## src/rtl/vector_reader.sv

```systemverilog
// vector_reader: pops programmed-length bursts from a fall-through FIFO into a 2-entry skid buffer feeding a valid/ready stream
module vector_reader #(
  parameter int WIDTH = 248,
  parameter int LEN_W = 8
) (
  input  logic             clk,
  input  logic             rst,
  input  logic             i_start,
  input  logic [LEN_W-1:0] i_len,
  output logic             o_busy,
  output logic             o_done,
  output logic             o_fifo_read,
  input  logic [WIDTH-1:0] i_fifo_data,
  input  logic             i_fifo_empty,
  output logic             o_valid,
  output logic [WIDTH-1:0] o_data,
  output logic             o_last,
  input  logic             i_ready,
  output logic [LEN_W-1:0] o_count
);
  localparam logic [1:0] IDLE  = 2'd0;
  localparam logic [1:0] FETCH = 2'd1;
  localparam logic [1:0] FLUSH = 2'd2;
  localparam logic [1:0] DONE  = 2'd3;
  logic [1:0]       state;
  logic [LEN_W-1:0] rem_f, rem_a;
  logic [1:0]       occ, wptr;
  logic [WIDTH-1:0] d0, d1;
  logic             l0, l1, push, pop, fin, tail_last;
  assign o_valid     = occ != 2'd0;
  assign o_data      = d0;
  assign o_last      = o_valid & l0;
  assign o_count     = rem_a;
  assign o_busy      = state != IDLE;
  assign o_done      = state == DONE;
  assign o_fifo_read = (state == FETCH) & ~i_fifo_empty & (rem_f != '0) & (occ != 2'd2);
  assign push        = o_fifo_read;
  assign pop         = o_valid & i_ready;
  assign fin         = pop & l0;
  assign tail_last   = rem_f == LEN_W'(1);
  // Tail slot accounts for a same-cycle pop shifting the head forward
  assign wptr        = occ - {1'b0, pop};
  always_ff @(posedge clk or posedge rst) begin
    if (rst) begin
      state <= IDLE;
      rem_f <= '0;
      rem_a <= '0;
    end else begin
      if (pop) rem_a <= rem_a - 1'b1;
      if (push) rem_f <= rem_f - 1'b1;
      case (state)
        IDLE: if (i_start) begin
          rem_f <= i_len;
          rem_a <= i_len;
          state <= (i_len == '0) ? DONE : FETCH;
        end
        FETCH: state <= fin ? DONE : (push & tail_last) ? FLUSH : FETCH;
        FLUSH: state <= fin ? DONE : FLUSH;
        default: state <= IDLE;
      endcase
    end
  end
  always_ff @(posedge clk or posedge rst) begin
    if (rst) begin
      occ <= 2'd0;
      d0  <= '0;
      d1  <= '0;
      l0  <= 1'b0;
      l1  <= 1'b0;
    end else begin
      occ <= occ + {1'b0, push} - {1'b0, pop};
      if (pop) begin
        d0 <= d1;
        l0 <= l1;
      end
      if (push && wptr == 2'd0) begin
        d0 <= i_fifo_data;
        l0 <= tail_last;
      end
      if (push && wptr == 2'd1) begin
        d1 <= i_fifo_data;
        l1 <= tail_last;
      end
    end
  end
endmodule

```

## config.mk

```make
export PLATFORM = sky130hd
export DESIGN_NAME = vector_reader
export DESIGN_NICKNAME = d
export VERILOG_FILES = /design/src/rtl/vector_reader.sv
export SDC_FILE = /design/constraint.sdc
export NUM_CORES = 1
export LEC_CHECK = 0
export CAP_MARGIN = 20
export CORE_MARGIN = 2
export CORE_UTILIZATION = 45
export CTS_CLUSTER_SIZE = 16
export DETAILED_ROUTE_END_ITERATION = 10
export GPL_TIMING_DRIVEN = 0
export HOLD_SLACK_MARGIN = 0.12
export MAX_ROUTING_LAYER = met4
export PLACE_DENSITY_LB_ADDON = 0.08
export SLEW_MARGIN = 20
export SYNTH_ARGS = -nofsm -noshare
export SYNTH_HDL_FRONTEND = slang
export SYNTH_SLANG_ARGS = --single-unit
```

## constraint.sdc

```tcl
create_clock -name clk -period 16 [get_ports clk]
set_clock_uncertainty 0.1 [all_clocks]
set_input_delay 1.6 -clock clk [delete_from_list [all_inputs] [get_ports clk]]
set_output_delay 1.6 -clock clk [all_outputs]
set_load 0.1 [all_outputs]
```

* Yosys cells after proc, flatten, opt, wreduce, memory -nomap -nowiden
Index checks and enable logic that the tools add are counted.
** Cells by class
- Mux-type cells :: 16
- Add/subtract/negate cells :: 5
- Bitwise gates (word level) :: 8
- Reductions and logical operators :: 9
- Eq/ne operators :: 7
** Operators by type and width (count)
- $mux 248 :: 2
- $mux 8 :: 6
- $sub 8x1->8 const B :: 2
- $eq 8x1->1 const B :: 1
- $logic_not 8->1 :: 1
- $mux 2 :: 4
- $reduce_bool 8->1 :: 1
- $and 1x1->1 :: 7
- $pmux 2 s3 :: 1
- $reduce_bool 2->1 :: 3
- $eq 2x1->1 const B :: 2
- $eq 2x2->1 const B :: 2
- $logic_not 2->1 :: 2
- $ne 2x2->1 const B :: 2
- $sub 2x1->2 :: 2
- $mux 1 :: 3
- $add 2x1->2 :: 1
- $logic_and 1x1->1 :: 2
- $not 1->1 :: 1
** Word-level totals
- Output and inout port bits :: 261
- Bits in registers :: 518

* Longest topological paths before layout
Gate-level depths: netlist of the first run.
- Depth in word-level cells :: 8
- Gate-level depth with buffers :: 10

* Least setup slack after synthesis of the first run
Ideal clock, no wire load.
- Kind :: input to output
- From :: input port i_fifo_empty
- To :: output port o_fifo_read
- Setup slack :: 11.422 ns
- Arrival time :: 2.878 ns
- Cell stages on the path :: 4
- Path buffers :: 1
- Data required time :: 14.300 ns
- Cells stage by stage :: nor3b_2 > o311ai_4 > clkbuf_1 > inv_1
** On the way
- Cells in the longest elaborated chain, start to end :: 4
** Ends and longest elaborated chain
- start: declaration :: RTL line 14 : input logic i_fifo_empty,
- $not 1->1 :: RTL line 36 : assign o_fifo_read = (state == FETCH) & ~i_fifo_empty & (rem_f != '0) & (occ != 2'd2);
- $and 1x1->1 (3 in series) :: RTL line 36
- end: declaration :: RTL line 12 : output logic o_fifo_read,
No other way between the ends.

* Worst setup path in the final report of the first run
Ends and elaborated chain as after synthesis.

==> flow_summary_export.csv, run 1 <==
group,metric,value,unit
placed_design,gp_congestion,0.851,
sta,holdWs,0.385,ns
clocking,clk_pin_slew_worst_paths,0.06,ns
drt,vias,16700,
yosys,ys_types,38,
placed_design,dp.cells,3194,
die,die_w,228,µm
drt,wl_per_cell,19.8,µm
setup_path,startpoint_type,"input port",
layout,nNetsFinal,2846,
die,core,49900,µm²
status,outcome,"completed",
setup_path,reg2reg_depth,9,
die,rows,82,
clocking,h-tree-depth,2,
yosys,synth-seq-cells,518,
setup_path,reg2reg_to,"d1[109]",
drt,drtIter0Drc,795,
setup_path,cp_max_fo,10,
clocking,clock_latency,0.60,ns
sta,drv_slew,0,
drt,viasPerCell,5.05,
sta,fin_crit,5.96,ns
layout,drive_gt1_frac,0.205,
min_path,hp-class,"reg2reg",
drt,ant_nets,0,
global_routing,grt_pass1_vias,17700,
clocking,cts_made_buffers,55,
setup_path,crit_arrival,4.26,ns
clocking,cts_setup_buffers,0,
yosys,synth_warnings,0,
yosys,netlist_area,22600,µm²
clocking,cts_resized,0,
sta,tightestPinTransition,1.15,ns
global_routing,antenna_found_initial,21,
sta,relSlewSlack,0.233,
die,io_pins,522,
flow_run,maxCapViolations,0,
yosys,synth_edf_count,0,
setup_path,worstSetupPathType,"in2out",
clocking,clock_path_buffers,3,
yosys,ys.flop_type,"dfrtp_1",
layout,final_cells,3311,
clocking,cts_tree,"yes",
clocking,clkSinkCount,518,
sta,finalCritPeriodShare,0.372,
placed_design,hpwl,48400,µm
placed_design,io_buffers,521,
die,die_area,52000,µm²
die,start_util,0.453,
setup_path,required,14.30,ns
sta,fin_setup_tns,0,ns
global_routing,grt_max_degree,36,
global_routing,grt.overflow.total,0,
yosys,avgSynthCellArea,11.4,µm²
drt,first_pass_iters,6,
layout,synthToLayoutAreaGrowth,36.6,%
drt,wl,65600,µm
die,die_h,228,µm
clocking,cts_hold_buf,0,
yosys,synth_fp_nets,2251,
global_routing,track_usage,0.261,
yosys,async_flop_share,1.00,
setup_path,endpoint,"o_fifo_read",
yosys,ys_seq_area_frac,0.574,
yosys,synth_top_area_share,0.574,
setup_path,endpoint_kind,"primary output",
layout,fillers,4102,
setup_path,reg2reg_slack,11.79,ns
sta,max_freq,168,MHz
yosys,synth.area.top_cells,"dfrtp_1 (57%), mux2_2 (19%), nand2_1 (12%), mux2_1 (5.8%), buf_2 (1.0%)",
setup_path,cp-startpoint,"i_fifo_empty",
sta,finalSetupViolations,0,
global_routing,grt_pass1_wl,103000,µm
drt,post-route-drc-count,0,
yosys,netlist_instances,1984,
yosys,yosysTopAreaCell,"dfrtp_1",
setup_path,reg2reg_from,"occ[1]",
sta,rsz0062_at_grt,"false",
clocking,clockRootBuffer,"clkbuf_16",
sta,hold_violations,0,
-- cell usage in the layout (no fill, tap or decap), types with 9 or more instances in the layout --
| cell type | synthesis | routed |
|---|---|---|
| clkinv_2 | 0 | 9 |
| clkdlybuf4s50_1 | 0 | 521 |
| mux2_2 | 380 | 380 |
| buf_12 | 0 | 15 |
| diode_2 | 0 | 21 |
| a21oi_1 | 9 | 9 |
| dfrtp_1 | 518 | 518 |
| inv_1 | 13 | 12 |
| mux2_1 | 116 | 116 |
| buf_1 | 9 | 9 |
| clkbuf_1 | 55 | 69 |
| clkbuf_8 | 0 | 12 |
| clkbuf_16 | 0 | 57 |
| buf_2 | 47 | 47 |
| nand2_1 | 751 | 751 |
| nor2_1 | 11 | 11 |
-- through the flow --
step           utilization  setup slack [ns]  cell area, µm²
2_1_floorplan            -              7.26           22600
3_3_place_gp         0.574              3.90           28600
3_5_place_dp         0.581             10.05           29000
4_1_cts              0.617             10.04           30800
5_1_grt              0.618              9.95           30800
6_report             0.618             10.04           30800
-- area by class of cell --
| class | instances | area, µm² | share of cell area |
|---|---|---|---|
| sequential | 518 | 13000 | 0.421 |
| multi-input combinational | 1341 | 9080 | 0.294 |
| timing repair buffer | 538 | 5570 | 0.181 |
| clock buffer | 83 | 1640 | 0.0533 |
| tap | 672 | 841 | 0.0273 |
| buffer | 112 | 483 | 0.0157 |
| clock inverter | 13 | 143 | 0.00463 |
| inverter | 13 | 52.6 | 0.00170 |
| antenna | 21 | 52.6 | 0.00170 |
-- synth_stat cells, types with 4 or more instances --
library cell,count
nand2_1,751
dfrtp_1,518
mux2_2,380
mux2_1,116
clkbuf_1,55
buf_2,47
inv_1,13
nor2_1,11
a21oi_1,9
buf_1,9
a31oi_1,7
ha_1,6
xor2_1,6
nor3_1,5
o21ai_0,5
xnor2_1,5
or4_1,4
-- kinds of logic after synthesis --
| kind of cell | share of synthesized area |
|---|---|
| AO/OA/AOI/OAI | 0.00926 |
| XOR/XNOR | 0.00427 |
| AND/OR/NAND/NOR | 0.136 |
| buffers and inverters | 0.0236 |
| adder cells (fa/ha/maj) | 0.00333 |
| multiplexers | 0.249 |
| flip-flops | 0.574 |
-- critical path, stage by stage --
cell	delay [ns]
clkdlybuf4s50_1	0.47
nor3b_2	0.38
o311ai_4	0.20
clkbuf_1	0.25
inv_1	0.18
clkdlybuf4s50_1	1.16
-- sequential cells by signal, summed over array words and instances, names as in the netlist --
name	cells
l1	1
l0	1
state	2
o_data	248
o_count	8
occ	2
rem_f	8
d1	248
-- layer usage --
layer,vias to the layer above,track usage,share of wire
met5,-,-,0
li1,7758,-,-
met3,115,0.0826,0.075
met4,0,0.0933,0.035
met2,425,0.416,0.48
met1,8410,0.314,0.41
-- worst min-delay path by stage --
stage / start / end / depth (start not counted)
after floorplan: d1[0] / d1[0] / 1
after global placement: d1[230] / d1[230] / 1
after detailed placement: d1[217] / d1[217] / 1
after CTS: d1[236] / d1[236] / 1
after global routing: d1[223] / d1[223] / 1
final: d1[238] / d1[238] / 1
Power of run 1 is not shown: default switching activity piles up to over one toggle a cycle in this logic, so the estimate is an artifact.
==> run 2, diff against run 1 <==
clock period = 6.2 ns   (was 16 ns; I/O delays follow)
==> results of run 2 <==
The final DEF is identical to that of run 1. Status: completed.
Main changes from that run: setup slack after placement 10.05 ns -> 1.35 ns; clock-pin slew on the worst setup and hold paths 0.06 ns -> 0.07 ns; setup slack after layout 10.04 ns -> 1.94 ns; hold slack 0.385 ns -> 0.350 ns; start point of the critical path i_fifo_empty -> rem_f[4]; register-to-register setup slack 11.79 ns -> 1.99 ns
Power of run 2 is left out for the same reason.
